[src/rtl/sequencer_pkg.sv]
// Shared types, opcode constants and control-word tables for the 4-bit
// microcontroller sequencer and its datapath.
package sequencer_pkg;

    localparam int PC_W = 5;
    localparam int OP_W = 4;
    localparam int CW_W = 16;
    localparam logic [PC_W-1:0] PROG_LAST = 5'd31;

    typedef logic [CW_W-1:0] cword_t;

    typedef enum logic [2:0] {
        S_IDLE,
        S_FETCH,
        S_DECODE,
        S_EXEC1,
        S_EXEC2,
        S_HALTED
    } state_t;

    typedef enum logic {
        MODE_STEP,
        MODE_RUN
    } mode_t;

    localparam logic [OP_W-1:0] OP_NOP  = 4'h0;
    localparam logic [OP_W-1:0] OP_HALT = 4'hF;

    // Control-word bit positions, shared with the datapath.
    localparam int CB_ALU0     = 0;
    localparam int CB_ALU1     = 1;
    localparam int CB_ALU2     = 2;
    localparam int CB_ACC_WE   = 3;
    localparam int CB_B_WE     = 4;
    localparam int CB_MAR_WE   = 5;
    localparam int CB_MEM_RE   = 6;
    localparam int CB_MEM_WE   = 7;
    localparam int CB_OUT_WE   = 8;
    localparam int CB_FLAG_WE  = 9;
    localparam int CB_SEL_IMM  = 10;
    localparam int CB_SEL_MEM  = 11;
    localparam int CB_SHIFT    = 12;
    localparam int CB_CIN      = 13;
    localparam int CB_RSVD     = 14;
    localparam int CB_IO_STB   = 15;

    // First execute cycle; NOP and HALT never reach execute, so their rows are zero.
    localparam cword_t CTRL_A [16] = '{
        16'h0000, 16'h0018, 16'h0060, 16'h0209,
        16'h020A, 16'h020B, 16'h020C, 16'h1208,
        16'h0108, 16'h0408, 16'h0060, 16'h0060,
        16'h0020, 16'h2209, 16'h8000, 16'h0000
    };

    // Second execute cycle, only meaningful for opcodes flagged in LONG_OP.
    localparam cword_t CTRL_B [16] = '{
        16'h0000, 16'h0000, 16'h0848, 16'h0000,
        16'h0000, 16'h0000, 16'h0000, 16'h0000,
        16'h0000, 16'h0000, 16'h0A49, 16'h0A4A,
        16'h0080, 16'h0840, 16'h0000, 16'h0000
    };

    localparam logic [15:0] LONG_OP = 16'h3C04;

    typedef struct packed {
        cword_t ctrl_a;
        cword_t ctrl_b;
        logic   long_op;
        logic   is_halt;
        logic   is_nop;
    } decode_t;

endpackage

[src/rtl/program_sequencer_if.sv]
// Program ROM bus: the sequencer presents an address, the ROM answers in the same cycle.
interface program_sequencer_if;
    import sequencer_pkg::*;

    logic [PC_W-1:0] rom_addr;
    logic [OP_W-1:0] rom_data;

    modport master (output rom_addr, input rom_data);
    modport slave  (input rom_addr, output rom_data);
endinterface

[src/rtl/sequencer_decode.sv]
// Combinational opcode lookup: control words, long-op flag and special-op flags.
module sequencer_decode
    import sequencer_pkg::*;
(
    input  logic [OP_W-1:0] op,
    output decode_t         dec
);

    always_comb begin
        dec.ctrl_a  = CTRL_A[op];
        dec.ctrl_b  = CTRL_B[op];
        dec.long_op = LONG_OP[op];
        dec.is_halt = (op == OP_HALT);
        dec.is_nop  = (op == OP_NOP);
    end

endmodule

[src/rtl/program_sequencer.sv]
// Fetch/decode/execute sequencer: walks the program ROM and drives the
// datapath control word, with run, single-step, halt and restart.
module program_sequencer
    import sequencer_pkg::*;
(
    input  logic                clk,
    input  logic                reset,
    input  logic                run,
    input  logic                step,
    input  logic                restart,
    program_sequencer_if.master rom,
    output cword_t              control,
    output logic [PC_W-1:0]     PC_out,
    output logic [OP_W-1:0]     IR_out,
    output logic                busy,
    output logic                halted
);

    state_t          state, state_nx, done_nx;
    mode_t           mode, mode_nx;
    logic [PC_W-1:0] pc_nx;
    logic [OP_W-1:0] ir_nx;
    cword_t          ctrl_nx;
    logic            busy_nx;
    logic            halted_nx;
    decode_t         dec;

    sequencer_decode u_decode (
        .op  (IR_out),
        .dec (dec)
    );

    assign rom.rom_addr = PC_out;

    always_ff @(posedge clk or negedge reset) begin
        if (!reset) begin
            state   <= S_IDLE;
            mode    <= MODE_STEP;
            PC_out  <= '0;
            IR_out  <= '0;
            control <= '0;
            busy    <= 1'b0;
            halted  <= 1'b0;
        end else begin
            state   <= state_nx;
            mode    <= mode_nx;
            PC_out  <= pc_nx;
            IR_out  <= ir_nx;
            control <= ctrl_nx;
            busy    <= busy_nx;
            halted  <= halted_nx;
        end
    end

    // Registered outputs are loaded from the next state, so they line up with
    // the state they describe and a restart clears them on the very next edge.
    always_comb begin
        state_nx = state;
        mode_nx  = mode;
        pc_nx    = PC_out;
        ir_nx    = IR_out;
        ctrl_nx  = '0;
        done_nx  = (mode == MODE_RUN && run) ? S_FETCH : S_IDLE;

        case (state)
            S_IDLE: begin
                if (run) begin
                    state_nx = S_FETCH;
                    mode_nx  = MODE_RUN;
                end else if (step) begin
                    state_nx = S_FETCH;
                    mode_nx  = MODE_STEP;
                end
            end
            S_FETCH: begin
                ir_nx    = rom.rom_data;
                pc_nx    = (PC_out == PROG_LAST) ? '0 : PC_out + 1'b1;
                state_nx = S_DECODE;
            end
            S_DECODE: begin
                if (dec.is_halt) begin
                    state_nx = S_HALTED;
                end else if (dec.is_nop) begin
                    state_nx = done_nx;
                end else begin
                    state_nx = S_EXEC1;
                    ctrl_nx  = dec.ctrl_a;
                end
            end
            S_EXEC1: begin
                if (dec.long_op) begin
                    state_nx = S_EXEC2;
                    ctrl_nx  = dec.ctrl_b;
                end else begin
                    state_nx = done_nx;
                end
            end
            S_EXEC2:  state_nx = done_nx;
            S_HALTED: state_nx = S_HALTED;
            default:  state_nx = S_IDLE;
        endcase

        if (restart) begin
            state_nx = S_IDLE;
            mode_nx  = MODE_STEP;
            pc_nx    = '0;
            ir_nx    = '0;
            ctrl_nx  = '0;
        end

        busy_nx   = (state_nx == S_FETCH) || (state_nx == S_DECODE) ||
                    (state_nx == S_EXEC1) || (state_nx == S_EXEC2);
        halted_nx = (state_nx == S_HALTED);
    end

endmodule

[src/flat_wrapper.sv]
// flat-port wrapper written by rule: the top's interface ports become plain ports
module program_sequencer_flat import sequencer_pkg::*;
  (clk, reset, run, step, restart, control, PC_out, IR_out, busy, halted, rom_rom_addr, rom_rom_data);
  program_sequencer_if rom_i ();
  input  logic clk;
  input  logic reset;
  input  logic run;
  input  logic step;
  input  logic restart;
  output cword_t control;
  output logic [PC_W-1:0] PC_out;
  output logic [OP_W-1:0] IR_out;
  output logic busy;
  output logic halted;
  output wire logic [$bits(rom_i.rom_addr)-1:0] rom_rom_addr;
  input wire logic [$bits(rom_i.rom_data)-1:0] rom_rom_data;
  assign rom_rom_addr = rom_i.rom_addr;
  assign rom_i.rom_data = rom_rom_data;
  program_sequencer u_core (.clk(clk), .reset(reset), .run(run), .step(step), .restart(restart), .rom(rom_i), .control(control), .PC_out(PC_out), .IR_out(IR_out), .busy(busy), .halted(halted));
endmodule
[config.mk]
export PLATFORM = sky130hd
export DESIGN_NAME = program_sequencer_flat
export DESIGN_NICKNAME = d
export VERILOG_FILES = /design/src/rtl/sequencer_pkg.sv /design/src/rtl/program_sequencer_if.sv /design/src/rtl/sequencer_decode.sv /design/src/rtl/program_sequencer.sv /design/src/flat_wrapper.sv
export SDC_FILE = /design/constraint.sdc
export NUM_CORES = 1
export LEC_CHECK = 0
export ABC_AREA = 1
export BUFFER_PORTS_ARGS = -buffer_cell sky130_fd_sc_hd__buf_2
export CORE_MARGIN = 1.5
export CORE_UTILIZATION = 55
export CTS_CLUSTER_DIAMETER = 30
export CTS_CLUSTER_SIZE = 12
export DETAILED_ROUTE_END_ITERATION = 16
export GPL_TIMING_DRIVEN = 0
export PLACE_DENSITY_LB_ADDON = 0.2
export SLEW_MARGIN = 20
export SYNTH_ARGS = -nofsm -noshare
export SYNTH_HDL_FRONTEND = slang
export SYNTH_SLANG_ARGS = --single-unit
[constraint.sdc]
create_clock -name clk -period 2.47 [get_ports clk]
set_input_delay 0.494 -clock clk [delete_from_list [all_inputs] [get_ports clk]]
set_output_delay 0.494 -clock clk [all_outputs]
set_load 0.01 [all_outputs]
==> metrics.md, run 1 <==
| Metric | Value |
|---|---|
| Area contributors post-synth | `dfrtp_1 50%, nand2_1 9.9%, nor2_1 4.7%` |
| WL met3 | `187 um` |
| Global-route wire length before repair | `5270 um` |
| Worst skew pair latency | `320 ps` |
| Fraction of the mapped netlist area in adder cells | `3.31%` |
| Via count | `1294` |
| Most frequent cells after synthesis | `40 x nand2_1, 30 x dfrtp_1, 19 x nor2_1` |
| Reg-to-reg slack, setup | `620 ps` |
| Simple-gate share of the synthesized area | `28.2%` |
| Wire per inst | `12.4 um` |
| Worst path bufs/invs | `1` |
| WL met2 | `1500 um` |
| Maximum clock frequency | `542 MHz` |
| Setup bufs post-CTS | `0` |
| Die Ht | `55.4 um` |
| Largest net degree at the start of global routing | `31` |
| Post-CTS sizing | `0` |
| Required @ worst endpoint | `2680 ps` |
| Final Hold Vio Count | `0` |
| Die area | `3070 sq um` |
| Max Used Layer | `met4` |
| Layout cells sized above 1 | `34.1%` |
| GRT Total Usage | `22.0%` |
| Number of top-level pins | `41` |
| Ys flop type | `dfrtp_1` |
| Met1 Routed Length | `1340 um` |
| CP Launch Type | `flop` |
| H-tree levels | `2` |
| Synth async-reset ratio | `100%` |
| Post-synthesis compound-gate area fraction | `9.35%` |
| Synth Warn # | `0` |
| Initial core utilization | `59.4%` |
| Worst-path clk slew | `90 ps` |
| Root Driver | `clkbuf_4` |
| Final-report setup violation count | `0` |
| Mean Syn Cell Area | `8.64 sq um` |
| Total grt overflow | `0` |
| Starting DRT DRC Count | `38` |
| Slowest stage cell, crit path | `dfrtp_1` |
| Clk buf depth | `2` |
| Slew headroom | `56.9%` |
| Syn Nets | `188` |
| Worst Path Max Fanout | `8` |
| Hold Crit Class | `input pin to async pin` |
| Worst slew pin tran | `646 ps` |
| Max-cap violations | `0` |
| Top cell type by total area after synthesis | `dfrtp_1` |
| CP most frequent cell | `nand2_1` |
| Area delta synth->final | `18.8%` |
| Inserted Diodes | `0` |
| Drt first pass iters | `4` |
| Final min period | `1850 ps` |
| Count of state elements after synthesis | `30` |
| Detail Placement HPWL | `2360 um` |
| DRT Wirelength | `3090 um` |
| Clock Sink Count | `30` |
| Core area | `2540 sq um` |
| Crit end category | `flop` |
| TritonCTS clock tree | `done` |
| # rows | `18` |
| Cells along the critical path | `inv_2 > ha_1 > or2_4 > nand3_1 > nand2_1 > nand2_1 > nand2_1 > nand2_2 > nand2_1 > nand2_1 > nand2_1` |
| CP arrival | `2060 ps` |
| Seq/Total Area, Yosys | `49.6%` |
| CP peak stage delay | `520 ps` |
| Max VDD drop | `0.487 mV` |
| Via density | `5.18` |
| Hold-fix buffers at CTS | `0` |
| Total power draw | `1.05 mW` |
| Clk_skew | `10.5 ps` |
| Leak pwr | `0.978 nW` |
| Yosys top cell area share | `49.6%` |
| Synth Area in XOR/XNOR | `0.579%` |
| Pwr Density | `584 nW/um^2` |
| Syn Inst Count | `175` |
| Vias in the first global route | `1222` |
| Die X | `55.4 um` |
| Mux cell area share after synthesis | `0%` |
| # DRC | `0` |
| Final period util | `74.8%` |
| Outcome | `complete, no violations` |
| Setup TNS | `0 ps` |
| Synthesized area | `1510 sq um` |
| Antenna viol nets, final | `0` |
| PortBufs | `39` |
| CP delay by family, top | `simple AND/OR/NAND/NOR gates` |
| Nets | `234` |
| Num CTS Buffers | `5` |
| Most frequent cell after synthesis | `nand2_1` |
| Main combinational cell family by area after synthesis | `simple AND/OR/NAND/NOR gates` |
| Fin. max-slew vios | `0` |
| Initial antenna violation count | `0` |
| Yosys cell types | `32` |
| RSZ-0062 raised after global routing | `false` |
| Post-synth EDFFs | `0` |
| GP Congestion | `0.895` |
| Setup CP Type | `flop to flop` |
-- path summary, 6_finish.rpt --
| kind | startpoint | end | cells after the start |
|---|---|---|---|
| min reg2reg | u_core.mode$_DFFE_PN0P_ | u_core.mode$_DFFE_PN0P_ | 2 |
| max in group asynchronous | reset | u_core.control[12]$_DFF_PN0_ | 1 |
| min in group clk | rom_rom_data[1] | u_core.IR_out[1]$_DFFE_PN0P_ | 3 |
| max reg2reg | u_core.IR_out[1]$_DFFE_PN0P_ | u_core.busy$_DFF_PN0_ | 11 |
| min | reset | u_core.control[1]$_DFF_PN0_ | 1 |
| max | u_core.IR_out[1]$_DFFE_PN0P_ | u_core.busy$_DFF_PN0_ | 11 |
-- final cells by class --
class / count / area [sq um]
Inverter: 18 / 70.1
Sequential cell: 30 / 751
Timing Repair Buffer: 39 / 195
Buffer: 9 / 61.3
Clock buffer: 6 / 51.3
Tap cell: 30 / 37.5
Fill cell: 229 / 748
Multi-Input combinational cell: 118 / 631
-- layer usage --
| metal | track usage (%) | vias to the layer above |
|---|---|---|
| met3 | 7.26 | 9 |
| li1 | - | 652 |
| met2 | 35.5 | 49 |
| met1 | 27.1 | 584 |
| met5 | 0 | - |
| met4 | 8.71 | 0 |
-- per-stage QoR --
step	setup WS (ps)	cells	instance area [sq um]	util (%)	hold WS, ps
finish	623	250	1800	70.6	188
floorplan	778	175	1510	-	198
global route	507	250	1800	70.6	230
detailed placement	664	244	1750	68.6	511
global placement	714	244	1750	68.6	501
CTS	651	250	1800	70.6	201
-- flip-flops by register name, indices dropped and copies added (netlist names) --
register        cells
u_core.control     15
u_core.PC_out       5
u_core.IR_out       4
u_core.state        3
u_core.busy         1
u_core.halted       1
u_core.mode         1
-- report_power, final --
group,switching (mW),internal (mW)
clock,0.148,0.128
sequential,0.0321,0.517
combinational,0.140,0.0847
-- cell families after synthesis --
| kind of cell | Yosys count |
|---|---|
| XOR/XNOR | 1 |
| adder cells (fa/ha/maj) | 4 |
| buffers and inverters | 27 |
| flip-flops | 30 |
| AO/OA/AOI/OAI | 22 |
| other | 1 |
| AND/OR/NAND/NOR | 90 |
-- cells in the final DEF (no fill, tap or decap), types with 6 or more instances in the layout --
| cell type | synthesis | routed |
|---|---|---|
| nand3_1 | 11 | 11 |
| o21ai_0 | 7 | 7 |
| nand2_1 | 40 | 40 |
| inv_2 | 6 | 6 |
| inv_1 | 10 | 10 |
| dfrtp_1 | 30 | 30 |
| nor2_1 | 19 | 19 |
| a21oi_1 | 7 | 7 |
| buf_2 | 1 | 40 |
| buf_4 | 7 | 7 |
Power figures use the tool's default switching activity.
==> inputs of run 2 (changes only) <==
Settings changed: CORE_UTILIZATION 55 to 51.
Clock period 2.47 ns to 1.7 ns, I/O delays scaled along.
==> run 2 against run 1 <==
  * Clock power is 47% higher
  * Die area up 7.4%
  * Non-clock buffer count increased by 8
  * Core utilization down 3.0 points
  * Global-route usage is 2.3 points lower
  * Register-to-register slack lost 540 ps
  * Hold slack got worse by 160 ps
  * Wire length down 1.2%
  * Final cell count grew 3.6%
  * Count of clock-buffer cells in the layout stayed put
==> metrics.md, run 2 (synthesis gave the netlist of run 1 again) <==
| Metric | Value |
|---|---|
| Area delta synth->final | `24.3%` |
| Crit path from | `u_core.IR_out[1]$_DFFE_PN0P_` |
| Final period util | `95.1%` |
| Total grt overflow | `0` |
| Core area | `2780 sq um` |
| GP Congestion | `0.875` |
| CP peak stage delay | `440 ps` |
| Worst-path clk slew | `90 ps` |
| Clk_skew | `7.47 ps` |
| Via count | `1323` |
| Leak pwr | `1.02 nW` |
| Inserted Diodes | `0` |
| PortBufs | `39` |
| Worst slew pin tran | `642 ps` |
| Slowest stage cell, crit path | `dfrtp_2` |
| FILL cells | `222` |
| CP delay by family, top | `simple AND/OR/NAND/NOR gates` |
| Max-cap violations | `0` |
| Die X | `57.5 um` |
| Worst Path Max Fanout | `6` |
| Crit end category | `flop` |
| Via density | `5.11` |
| Pwr Density | `829 nW/um^2` |
| Commonest non-fill, non-tap cells in the layout | `40 x buf_2, 40 x nand2_1, 28 x dfrtp_1` |
| Setup CP Type | `flop to flop` |
| Fin. max-slew vios | `0` |
| Cells along the critical path | `inv_4 > ha_1 > or2_4 > nand3_2 > nand2_1 > nand2_1 > nand2_1 > nand2_2 > buf_4 > nor2_1` |
| Reg-to-reg slack, setup | `80 ps` |
| Final min period | `1620 ps` |
| Die area | `3300 sq um` |
| Placed cell count | `245` |
| Total power draw | `1.56 mW` |
| Initial core utilization | `54.4%` |
| GRT Total Usage | `19.7%` |
| # rows | `19` |
| CP arrival | `1840 ps` |
| CP Launch Type | `flop` |
| Num CTS Buffers | `5` |
| Initial antenna violation count | `0` |
| RR Startpoint | `u_core.IR_out[1]$_DFFE_PN0P_` |
| R2R Path End | `u_core.halted$_DFF_PN0_` |
| Nets | `242` |
| Number of flip-flops in the largest register | `15` |
| Hold-fix buffers at CTS | `0` |
| DRT Wirelength | `3050 um` |
| TritonCTS clock tree | `done` |
| Required @ worst endpoint | `1920 ps` |
| Hold slack | `30.8 ps` |
| Worst skew pair latency | `330 ps` |
| Layout Cells excl Fill | `259` |
| # DRC | `0` |
| Wire per inst | `11.8 um` |
| Biggest regs | `u_core.control (15), u_core.PC_out (5), u_core.IR_out (4)` |
| Number of top-level pins | `41` |
| Clock Sink Count | `30` |
| R2R cell count | `10` |
| Final-report setup violation count | `0` |
| Clk buf depth | `2` |
| CP most frequent cell | `nand2_1` |
| Layout cells sized above 1 | `37.7%` |
| Hold Crit Class | `input pin to async pin` |
| Final Hold Vio Count | `0` |
| Slew headroom | `57.2%` |
| Largest reg by FF count | `u_core.control` |
| H-tree levels | `2` |
| Vias in the first global route | `1168` |
| Detail Placement HPWL | `2190 um` |
| Max VDD drop | `0.779 mV` |
| Largest net degree at the start of global routing | `31` |
| Maximum clock frequency | `619 MHz` |
| Die Ht | `57.5 um` |
| CP Depth | `10` |
| Worst path bufs/invs | `2` |
| Antenna viol nets, final | `0` |
| Drt first pass iters | `4` |
| Global-route wire length before repair | `4980 um` |
| Outcome | `complete, no violations` |
| Starting DRT DRC Count | `36` |
| Root Driver | `clkbuf_4` |
[run 2: layout make-up]
type / instances / area (sq um) / area share (%)
Buffer: 9 / 61.3 / 3.26
Inverter: 18 / 72.6 / 3.86
Timing Repair Buffer: 47 / 268 / 14.2
Clock buffer: 6 / 51.3 / 2.73
Sequential cell: 30 / 753 / 40.1
Multi-Input combinational cell: 118 / 636 / 33.8
Tap cell: 31 / 38.8 / 2.06
[run 2: worst register-to-register path, cell delays in order, from the launching register on]
cell and delay [ps]:
dfrtp_2 440, inv_4 60, ha_1 280, or2_4 250, nand3_2 80, nand2_1 50
nand2_1 50, nand2_1 60, nand2_2 90, buf_4 120, nor2_1 40
[run 2: how the worst max path moves through the flow]
stage                               to
2_1_floorplan    u_core.busy$_DFF_PN0_
3_3_place_gp     u_core.busy$_DFF_PN0_
3_5_place_dp     u_core.busy$_DFF_PN0_
4_1_cts          u_core.busy$_DFF_PN0_
5_1_grt          u_core.busy$_DFF_PN0_
6_report       u_core.halted$_DFF_PN0_
[run 2: timing repair]
action / 4_1_cts / 5_1_grt
pin swaps: 0 / 1
setup buffers: 0 / 8
resized for setup: 2 / 2
setup endpoints to repair: 6 / 4
[run 2: power breakdown]
group	internal, mW	total [mW]	switching (mW)
registers	0.752	0.794	0.0418
logic	0.149	0.359	0.211
clock network	0.186	0.405	0.219
[run 2: per-layer routing]
layer / up-vias / wire length [um] / share of wire [%] / global-route usage [%]
li1: 670 / - / - / -
met2: 42 / 1550 / 51 / 33.1
met1: 605 / 1260 / 41 / 23.5
met3: 6 / 193 / 6.3 / 7.03
met4: 0 / 46 / 1.5 / 5.98
met5: - / 0 / 0 / 0
[run 2: through the flow]
step,cell area [sq um],TNS [ps],setup slack [ps],util [%]
4_1_cts,1800,0,2.88,64.8
6_report,1880,0,84.1,67.6
3_5_place_dp,1750,-132,-89.8,62.8
5_1_grt,1880,-26.3,-26.3,67.6
2_1_floorplan,1510,0,8.17,-
3_3_place_gp,1750,-103,-66.5,62.8
==> inputs of run 3 (changes only) <==
Settings changed: BUFFER_PORTS_ARGS -buffer_cell sky130_fd_sc_hd__buf_2 to -buffer_cell sky130_fd_sc_hd__buf_4.
==> run 3 against run 2 <==
  * Via count up 2.4%
  * Die area did not move
  * Setup slack improved by 4.1 ps
  * Total power decreased by 0.42%
  * Hold slack better by 190 ps
  * Combinational power grew 6.1%
  * Core utilization grew 2.2 points
  * Clock power is 7.2% lower
  * Sequential share of layout area fell by 1.3 points
  * Wire length grew 5.6%
  * Count of clock-buffer cells in the layout rose by 1
  * Critical path depth stayed put
  * Largest cell class unchanged
==> metrics.md, run 3 (synthesis gave the netlist of run 1 again) <==
| Metric | Value |
|---|---|
| Outcome | `complete, no violations` |
| Max Used Layer | `met4` |
| Clk_skew | `5.80 ps` |
| Hold Crit Class | `input pin to flop` |
| Global-route wire length before repair | `5190 um` |
| Fin worst setup slack | `88.2 ps` |
| RSZ-0062 raised after global routing | `false` |
| Cell Area, Placed | `1840 sq um` |
| Inserted Diodes | `0` |
| CP most frequent cell | `nand2_1` |
| Vias in the first global route | `1164` |
| Largest net degree at the start of global routing | `31` |
| Initial core utilization | `54.4%` |
| Final min period | `1610 ps` |
| TritonCTS clock tree | `done` |
| Area delta synth->final | `28.4%` |
| Slowest stage cell, crit path | `dfrtp_2` |
| H-tree levels | `2` |
| Max-cap violations | `0` |
| Die Ht | `57.5 um` |
| Commonest non-fill, non-tap cell in the layout | `buf_4` |
| Met1 Routed Length | `1320 um` |
| Fin. max-slew vios | `0` |
| Initial antenna violation count | `0` |
| Worst skew pair latency | `330 ps` |
| Setup CP Type | `flop to flop` |
| Final period util | `94.8%` |
| Worst slew pin tran | `542 ps` |
| Number of top-level pins | `41` |
| Total grt overflow | `0` |
| Cells along the critical path | `ha_1 > or2_4 > nand3_1 > nand2_1 > nand2_1 > nand2_1 > nand2_2 > nand2_1 > nand2_1 > nand2_1` |
| WL met2 | `1660 um` |
| Clock Sink Count | `30` |
| FILL cells | `218` |
| Via count | `1355` |
| Biggest regs | `u_core.control (15), u_core.PC_out (5), u_core.IR_out (4)` |
| Crit end category | `flop` |
| Setup TNS | `0 ps` |
| Max VDD drop | `0.769 mV` |
| WL met3 | `187 um` |
| Starting DRT DRC Count | `52` |
| CP arrival | `1830 ps` |
| Via density | `5.25` |
| # DRC | `0` |
| Drt first pass iters | `4` |
| Wire per inst | `12.5 um` |
| Leak pwr | `1.01 nW` |
| Worst Path Max Fanout | `5` |
| Worst-path clk slew | `80 ps` |
| Root Driver | `clkbuf_4` |
| Final instance area | `1940 sq um` |
| PortBufs | `39` |
| Die X | `57.5 um` |
| Setup Slack @ Placement | `-105 ps` |
| GRT Total Usage | `21.1%` |
| Final Hold Vio Count | `0` |
| DRT Wirelength | `3220 um` |
| Core area | `2780 sq um` |
| CP peak stage delay | `450 ps` |
| GP Congestion | `0.887` |
| Layout cells sized above 1 | `35.7%` |
| Number of flip-flops in the largest register | `15` |
| Num CTS Buffers | `5` |
| CP Launch Type | `flop` |
| Final-report setup violation count | `0` |
| Largest reg by FF count | `u_core.control` |
| Die area | `3300 sq um` |
| Pwr Density | `799 nW/um^2` |
| Commonest non-fill, non-tap cells in the layout | `51 x buf_4, 40 x nand2_1, 28 x dfrtp_1` |
| Fin util | `69.8%` |
| Nets | `240` |
| Required @ worst endpoint | `1920 ps` |
| Total power draw | `1.55 mW` |
| Detail Placement HPWL | `2350 um` |
| Clk buf depth | `2` |
| Antenna viol nets, final | `0` |
| # rows | `19` |
| Maximum clock frequency | `620 MHz` |
| Slew headroom | `63.9%` |
-- run 3: changes by cell type in the layout (fill, tap and decap cells not counted), sizes merged --
cell,previous run,this run
buf,55,52
dlygate4sd3,0,1
clkbuf,7,8
-- run 3: timing repair --
action	in CTS	in global routing
endpoints found under the setup margin	6	1
gates resized for setup	3	0
endpoints found under the hold margin	30	0
pin swaps	0	0
setup buffers	1	4
hold buffers	1	0
-- run 3: stage by stage --
| stage | hold slack (ps) | std cells |
|---|---|---|
| after global placement | 277 | 245 |
| after detailed placement | 285 | 245 |
| final | 220 | 258 |
| after global routing | 208 | 258 |
| after CTS | 210 | 254 |
| after floorplan | 44.4 | 175 |
-- run 3: critical path: cells and delay by family (launching register included) --
kind	cells	cell delay, ps
and+or+nand+nor	9	780
adders and majority gates	1	280
DFF	1	450
-- run 3: metal layers --
layer	track usage, %	vias up
met5	0	-
li1	-	667
met4	8.97	0
met1	25.3	637
met2	34.7	44
met3	7.03	7
-- run 3: layout make-up --
class | instances | area [sq um] | share of cell area (%)
Sequential cell | 30 | 753 | 38.8
Multi-Input combinational cell | 118 | 631 | 32.5
Timing Repair Buffer | 45 | 340 | 17.5
Inverter | 18 | 72.6 | 3.74
Buffer | 9 | 61.3 | 3.16
Clock buffer | 7 | 45.0 | 2.32
Tap cell | 31 | 38.8 | 2.00
-- run 3: where the power goes --
| part | switching (mW) | internal (mW) | leakage, nW |
|---|---|---|---|
| combinational | 0.214 | 0.167 | 0.571 |
| clock | 0.221 | 0.155 | 0.0254 |
| sequential | 0.0426 | 0.752 | 0.409 |
-- run 3: path summary, 6_finish.rpt --
path                                               from                           end  cells after the start  slack, ps
max                        u_core.IR_out[2]$_DFFE_PN0P_         u_core.busy$_DFF_PN0_                     10         90
min                                     rom_rom_data[2]  u_core.IR_out[2]$_DFFE_PN0P_                      3        220
max reg2reg                u_core.IR_out[2]$_DFFE_PN0P_         u_core.busy$_DFF_PN0_                     10         90
min reg2reg                     u_core.mode$_DFFE_PN0P_       u_core.mode$_DFFE_PN0P_                      2        530
max in group asynchronous                         reset  u_core.IR_out[1]$_DFFE_PN0P_                      2        950
min in group asynchronous                         reset   u_core.control[9]$_DFF_PN0_                      2        470
